$ cat config.mk
export PLATFORM = sky130hd
export DESIGN_NAME = par_to_ser_tx
export DESIGN_NICKNAME = d
export VERILOG_FILES = /design/src/rtl/par_to_ser_tx.sv
export SDC_FILE = /design/constraint.sdc
export NUM_CORES = 1
export LEC_CHECK = 0
export CORE_ASPECT_RATIO = 0.75
export CORE_MARGIN = 2
export CORE_UTILIZATION = 37
export DETAILED_ROUTE_END_ITERATION = 8
export HOLD_SLACK_MARGIN = 0.06
export PLACE_DENSITY = 0.65
export SLEW_MARGIN = 10
export SYNTH_ARGS = -nofsm -noshare
export SYNTH_HDL_FRONTEND = slang
export SYNTH_SLANG_ARGS = --single-unit
$ cat constraint.sdc
create_clock -name clk -period 2.25 [get_ports clk]
set_clock_uncertainty 0.15 [all_clocks]
set_input_delay 0.225 -clock clk [delete_from_list [all_inputs] [get_ports clk]]
set_output_delay 0.225 -clock clk [all_outputs]
set_load 0.02 [all_outputs]
$ cat src/rtl/par_to_ser_tx.sv
// -----------------------------------------------------------------------------
// par_to_ser_tx
//   TX PHY serializer that sits directly after the 2:1 byte mux. It loads one
//   symbol per WIDTH-cycle slot and shifts it out MSB-first, one bit per clk.
//   After reset it sends SYNC_COUNT idle (COM) symbols before it accepts any
//   data. In normal operation, a slot with no byte offered carries IDLE_SYMBOL.
//
// Ports
//   clk        in   1      single clock, posedge
//   reset      in   1      asynchronous active-low reset (0 = in reset)
//   data_in    in   WIDTH  byte from the upstream mux
//   valid_in   in   1      data_in holds a byte to send
//   ready_out  out  1      load slot open; byte moves when valid_in && ready_out
//   data_out   out  1      serial bit, MSB of the current symbol first
//   is_data    out  1      current symbol is a data byte, not idle
//   sync_done  out  1      sync phase complete; held until the next reset
// -----------------------------------------------------------------------------
module par_to_ser_tx #(
  parameter int unsigned       WIDTH       = 8,
  parameter logic [WIDTH-1:0]  IDLE_SYMBOL = 8'hBC,
  parameter int unsigned       SYNC_COUNT  = 4
) (
  input  logic             clk,
  input  logic             reset,
  input  logic [WIDTH-1:0] data_in,
  input  logic             valid_in,
  output logic             ready_out,
  output logic             data_out,
  output logic             is_data,
  output logic             sync_done
);

  localparam int unsigned      CNT_W     = (WIDTH > 1) ? $clog2(WIDTH) : 1;
  localparam int unsigned      SYNC_W    = $clog2(SYNC_COUNT + 1);
  localparam logic [CNT_W-1:0] LAST_BIT  = CNT_W'(WIDTH - 1);
  localparam logic [SYNC_W-1:0] SYNC_LAST = SYNC_W'(SYNC_COUNT);

  typedef enum logic {
    SYNC,
    ACTIVE
  } state_t;

  state_t            state, state_next;
  logic [CNT_W-1:0]  bit_cnt, bit_cnt_next;
  logic [SYNC_W-1:0] sync_cnt, sync_cnt_next;
  logic [WIDTH-1:0]  shreg, shreg_next;
  logic              is_data_next;
  logic              sync_done_next;
  logic              load;
  logic [SYNC_W-1:0] sync_cnt_inc;

  // The slot boundary: the last bit of the current symbol is on the line, so
  // the coming edge loads the next symbol. Reset value WIDTH-1 makes the first
  // edge after release a load.
  assign load         = (bit_cnt == LAST_BIT);
  assign sync_cnt_inc = sync_cnt + SYNC_W'(1);

  // Purely a decode of registered state, so upstream never sees a path from
  // its own valid_in back into ready_out.
  assign ready_out = (state == ACTIVE) && load;

  // Register output: no combinational path from the inputs to the line.
  assign data_out  = shreg[WIDTH-1];

  // ---------------------------------------------------------------------------
  // Next-state logic
  // ---------------------------------------------------------------------------
  always_comb begin
    // NOTE: every signal written here gets a default first, so no path through
    // the block leaves one unassigned and no latch is inferred.
    state_next     = state;
    sync_cnt_next  = sync_cnt;
    sync_done_next = sync_done;
    is_data_next   = is_data;
    shreg_next     = shreg << 1;
    bit_cnt_next   = load ? '0 : bit_cnt + CNT_W'(1);

    if (load) begin
      unique case (state)
        SYNC: begin
          shreg_next   = IDLE_SYMBOL;
          is_data_next = 1'b0;
          // sync_cnt saturates: once it reaches SYNC_COUNT the FSM has left
          // SYNC for good, so it never counts past the limit.
          if (sync_cnt != SYNC_LAST) begin
            sync_cnt_next = sync_cnt_inc;
          end
          if (sync_cnt_inc == SYNC_LAST) begin
            state_next     = ACTIVE;
            sync_done_next = 1'b1;
          end
        end
        ACTIVE: begin
          // An empty slot is filled with idle and consumes nothing upstream.
          if (valid_in) begin
            shreg_next   = data_in;
            is_data_next = 1'b1;
          end else begin
            shreg_next   = IDLE_SYMBOL;
            is_data_next = 1'b0;
          end
        end
        default: begin
          state_next = SYNC;
        end
      endcase
    end
  end

  // ---------------------------------------------------------------------------
  // State registers
  // ---------------------------------------------------------------------------
  always_ff @(posedge clk or negedge reset) begin
    if (!reset) begin
      state     <= SYNC;
      bit_cnt   <= LAST_BIT;
      sync_cnt  <= '0;
      shreg     <= '0;
      is_data   <= 1'b0;
      sync_done <= 1'b0;
    end else begin
      // NOTE: non-blocking assignments so all registers update from the same
      // pre-edge values, independent of statement order.
      state     <= state_next;
      bit_cnt   <= bit_cnt_next;
      sync_cnt  <= sync_cnt_next;
      shreg     <= shreg_next;
      is_data   <= is_data_next;
      sync_done <= sync_done_next;
    end
  end

endmodule

* Word-level counts from Yosys, hierarchy flattened
Index checks and enable logic that the tools add are counted.
Word-level totals: flip-flop bits (word level) 17, output and inout port bits 4, logic and storage cells 23, input bits 11
Operators by class: eq/ne operators 3, $add $sub $neg 2, bitwise logic cells 1, reductions and logical operators 3, mux-type cells 8
Operators by type and width (number):
- 8-bit two-way mux | 2
- 8-bit case mux with 2 select lines | 1
- 3-bit by 1-bit adder with 3-bit output, second input constant | 2
- 3-bit == test, second input constant | 2
- 3-bit AND reduction | 2
- 1-bit two-way mux | 3
- 3-bit two-way mux | 1
- 3-bit != test, second input constant | 1
- 1-bit case mux with 2 select lines | 1
- 1-bit logical AND | 1
- 1-bit inverter | 1

* Depth between registers and ports, before layout
word-level depth 4, mapped depth 5, mapped depth without buffers 5

* Least setup slack after synthesis
Ideal clock, no wire load.
path kind register to output, start register bit_cnt[0], end output ready_out, buffers on the path 1, cell stages (with the launch flop) 5, required time 1.875 ns, setup slack 0.532 ns, data arrival time 1.343 ns, cell sequence dfstp_2 -> ha_1 -> ha_1 -> clkbuf_1 -> and2_1
On the way: cells in the longest elaborated chain, start to end 2
Ends and longest elaborated chain:
- from (decl) | RTL line 44 | logic [CNT_W-1:0] bit_cnt, bit_cnt_next;
- from (signal assigned) | RTL line 125 | bit_cnt <= bit_cnt_next;
- 3-bit == test | RTL line 55 | assign load = (bit_cnt == LAST_BIT);
- 1-bit logical AND | RTL line 60 | assign ready_out = (state == ACTIVE) && load;
- to (decl) | RTL line 27 | output logic ready_out,
Every way passes these cells.

* Final worst setup path
start register bit_cnt[0], end register sync_cnt[1]
On the way: cells in the longest elaborated chain, start to end 2
Ends and longest elaborated chain:
- 3-bit == test | RTL line 55
- 3-bit AND reduction (no line)
- to (signal assigned) | RTL line 126 | sync_cnt <= sync_cnt_next;
- to (decl) | RTL line 45 | logic [SYNC_W-1:0] sync_cnt, sync_cnt_next;
Every way passes these cells. A chain may end at the register's enable or synchronous reset.

==> impl_metrics.yaml <==
global_routing:
  gr-total-overflow: 0
  met1_grt_util_pct: 14.2
  grt_antenna_before_repair: 0
  use_met3_pct: 5.36
  grt_first_pass_wirelength_um: 1930
  pin_count_of_the_biggest_net_entering_global_routing: 21
  grt_busiest_layer: "met2"
  grt_pass1_vias: 455
  grt_use_met2_pct: 19.0
  grt_util_all_layers_pct: 12.0
outcome:
  outcome: "finished, final reports clean"
critical_path:
  worstSetupEndpointType: "flop"
  timing.critical_path.arrival_ns: 1.92
  setup_cp_type: "reg2reg"
  startpoint_class_of_the_critical_path: "flop"
  setup.reg_to_reg.worst_slack_ns: 0.34
  crit_required_ns: 2.26
  largest_driver_fanout_on_the_critical_path: 20
logic_synthesis:
  synth.area.mux_share_pct: 1.57
  ys_seq_elements: 17
  synth_nets: 82
  synth_enable_flop_cells: 0
  yosys.area_share.xor_xnor_pct: 2.43
  syn_area_sq_um: 719
  postSynthCellCount: 66
  yosysMostFrequentCell: "sky130_fd_sc_hd__dfrtp_1"
  synth_area_leader_cell: "sky130_fd_sc_hd__dfrtp_1"
  seq_area_frac_synth_pct: 59.7
  dominantRegCellSynth: "sky130_fd_sc_hd__dfrtp_1"
  synth_compound_gate_area_share_pct: 9.91
  ys_top_cells_by_area: "sky130_fd_sc_hd__dfrtp_1 (49%), sky130_fd_sc_hd__dfstp_2 (11%), sky130_fd_sc_hd__ha_1 (8.7%), sky130_fd_sc_hd__nor2_1 (6.3%), sky130_fd_sc_hd__a21oi_1 (4.2%)"
  post-synth-top-area-fraction_pct: 48.7
  postSynth.asyncResetShare_pct: 100
  synth_top_family_by_area: "simple AND/OR/NAND/NOR gates"
  post_synthesis_share_of_cell_area_spent_on_full_adders_half_adders_and_majority_gates_pct: 8.70
  synth.top_cells.by_count: "sky130_fd_sc_hd__dfrtp_1 (14), sky130_fd_sc_hd__nor2_1 (12), sky130_fd_sc_hd__a21oi_1 (6)"
  yosysWarnings: 0
  yosys.area_share.simple_pct: 14.1
  synth_area_per_cell_sq_um: 10.9
  yosysUniqueCellTypes: 20
cells_and_area:
  antenna_cells: 0
  area_growth_pct: 28.3
  finish.utilization_pct: 51.6
  filler_cell_count: 164
  final_non_filler_cell_total: 106
  post_route_cells_drive_above_1_share_pct: 14.3
  final_nets: 101
clock_tree:
  cts.repair.resized: 0
  cts_post_setup_buffers_inserted: 0
  clock_sink_count: 17
  clk_path_buf_depth: 2
  tritoncts: "yes"
  cts.reportedPaths.clkPinSlew_ns: 0.09
  cts_buffers: 3
  clock_insertion_delay_worst_skew_ns: 0.28
  cts.htree.levels: 1
  cts_root_buf: "sky130_fd_sc_hd__clkbuf_4"
  ctsHoldBuffers: 0
floorplan:
  die_area_sq_um: 2320
  start_util_pct: 40.2
  fp-row-count: 13
  die_height_um: 42.2
  io_pins: 15
  floorplan.die.width_um: 54.9
  core_region_area_sq_um: 1790
routing:
  drc_violations_left: 0
  totalWireLength_um: 1130
  drtAntennaViolNets: 0
  route.vias.total: 478
  route.detailed.wl_per_inst_um: 10.6
  drt_pass1_iterations: 2
  viasPerCell: 4.51
  first_iter_violations: 7
place:
  dp_cells: 102
  port_buffers: 14
  gp_congestion: 0.717
  preCtsSetupSlack_ns: 0.326
  hpwl_um: 856
flow_run:
  max-cap-violations: 0
sta:
  slew_viol_final: 0
  finalWorstSetupSlack_ns: 0.335
  setup-violations-final: 0
  fmaxAchievable_mhz: 522
  rsz_0062_raised_after_global_routing: "no"
  fin_crit_sh_pct: 85.1
  maxSlewHeadroom_pct: 81.7
  finalWorstPathRequiredPeriod_ns: 1.91
  worst-slew-pin-transition_ns: 0.274
  final-hold-violation-count: 0
  total_negative_setup_slacks_ns: 0
pwr:
  power.net_switching_w: 0.000105
  power.leakage_nw: 0.434
  internal_power_w: 0.000405
  pwr-share-seq_pct: 61.8
  switching_share_pct: 20.5
  cellPowerDensity_nw_per_um2: 551
  power_frac_comb_pct: 8.0
  clock_share_of_power_pct: 30.2
  vdd_ir_drop_max_mv: 0.377
worst_hold_path:
  worst_hold_check_path_type: "in2async"
sequential cells by signal, indices dropped and copies added, names as in the netlist:
signal / cells
shreg: 8
bit_cnt: 3
sync_cnt: 3
is_data: 1
state: 1
sync_done: 1
final cells by class:
cell class	count	area, sq um	area share (%)
Timing Repair Buffer	16	158	17.1
Inverter	5	18.8	2.03
Tap cell	22	27.5	2.98
Sequential cell	17	429	46.5
Multi-Input combinational cell	42	264	28.6
Clock buffer	4	26.3	2.85
logic make-up (layout without fill, tap and decap cells):
logic type / Yosys count / after routing
buffers and inverters: 7 / 25
xor gates and xnor gates: 2 / 2
and+or+nand+nor: 22 / 22
muxes: 1 / 1
DFF: 17 / 17
adders and majority gates: 5 / 5
AOI/OAI and AO/OA: 12 / 12
worst paths after layout:
check	endpoint	from	depth (start not counted)
max in group asynchronous	bit_cnt[1]$_DFF_PN1_	reset	2
min	sync_done$_DFFE_PN0P_	reset	2
min reg2reg	sync_done$_DFFE_PN0P_	sync_done$_DFFE_PN0P_	1
min in group clk	shreg[0]$_DFF_PN0_	data_in[0]	3
max	sync_cnt[1]$_DFFE_PN0P_	bit_cnt[0]$_DFF_PN1_	6
max reg2reg	sync_cnt[1]$_DFFE_PN0P_	bit_cnt[0]$_DFF_PN1_	6
cell usage in the layout, fill, tap and decap left out, drive strengths merged:
cell type / instances
dfrtp: 14
clkdlybuf4s50: 13
nor2: 12
a21oi: 6
nand2: 6
inv: 5
ha: 5
clkbuf: 4
dfstp: 3
o22ai: 2
a31o: 2
buf: 2
nor2b: 2
and2: 1
nand3: 1
o21ai: 1
xor2: 1
a31oi: 1
mux2: 1
xnor2: 1
dlymetal6s2s: 1
power by group through the flow:
| stage | sequential [W] | combinational [W] | clock [W] |
|---|---|---|---|
| final | 0.000315 | 0.0000407 | 0.000154 |
| after global placement | 0.000320 | 0.0000412 | 0 |
| after floorplan | 0.000323 | 0.00000862 | 0 |
| after global routing | 0.000316 | 0.0000455 | 0.000180 |
| after detailed placement | 0.000321 | 0.0000415 | 0 |
| after CTS | 0.000315 | 0.0000416 | 0.000166 |
stage by stage:
| stage | area, sq um | total power (W) | hold WS [ns] |
|---|---|---|---|
| finish | 923 | 0.000509 | 0.107 |
| global route | 923 | 0.000541 | 0.126 |
| CTS | 921 | 0.000523 | 0.102 |
| detailed placement | 895 | 0.000362 | 0.317 |
| global placement | 895 | 0.000361 | 0.320 |
| floorplan | 719 | 0.000331 | -0.221 |
critical path, cell delays in order (launching register included):
cell and delay (ns):
sky130_fd_sc_hd__dfstp_2 0.54, sky130_fd_sc_hd__ha_1 0.14, sky130_fd_sc_hd__ha_1 0.15, sky130_fd_sc_hd__buf_4 0.22, sky130_fd_sc_hd__nor2b_4 0.21, sky130_fd_sc_hd__nand2_2 0.08, sky130_fd_sc_hd__mux2_1 0.32
routing by layer:
metal,routed length [um],part of all wire [%],vias to the layer above
met4,19,1.7,0
met5,0,0,-
met1,550,49,215
met3,51,4.5,2
li1,-,-,251
met2,506,45,10
Power figures use the tool's default switching activity.
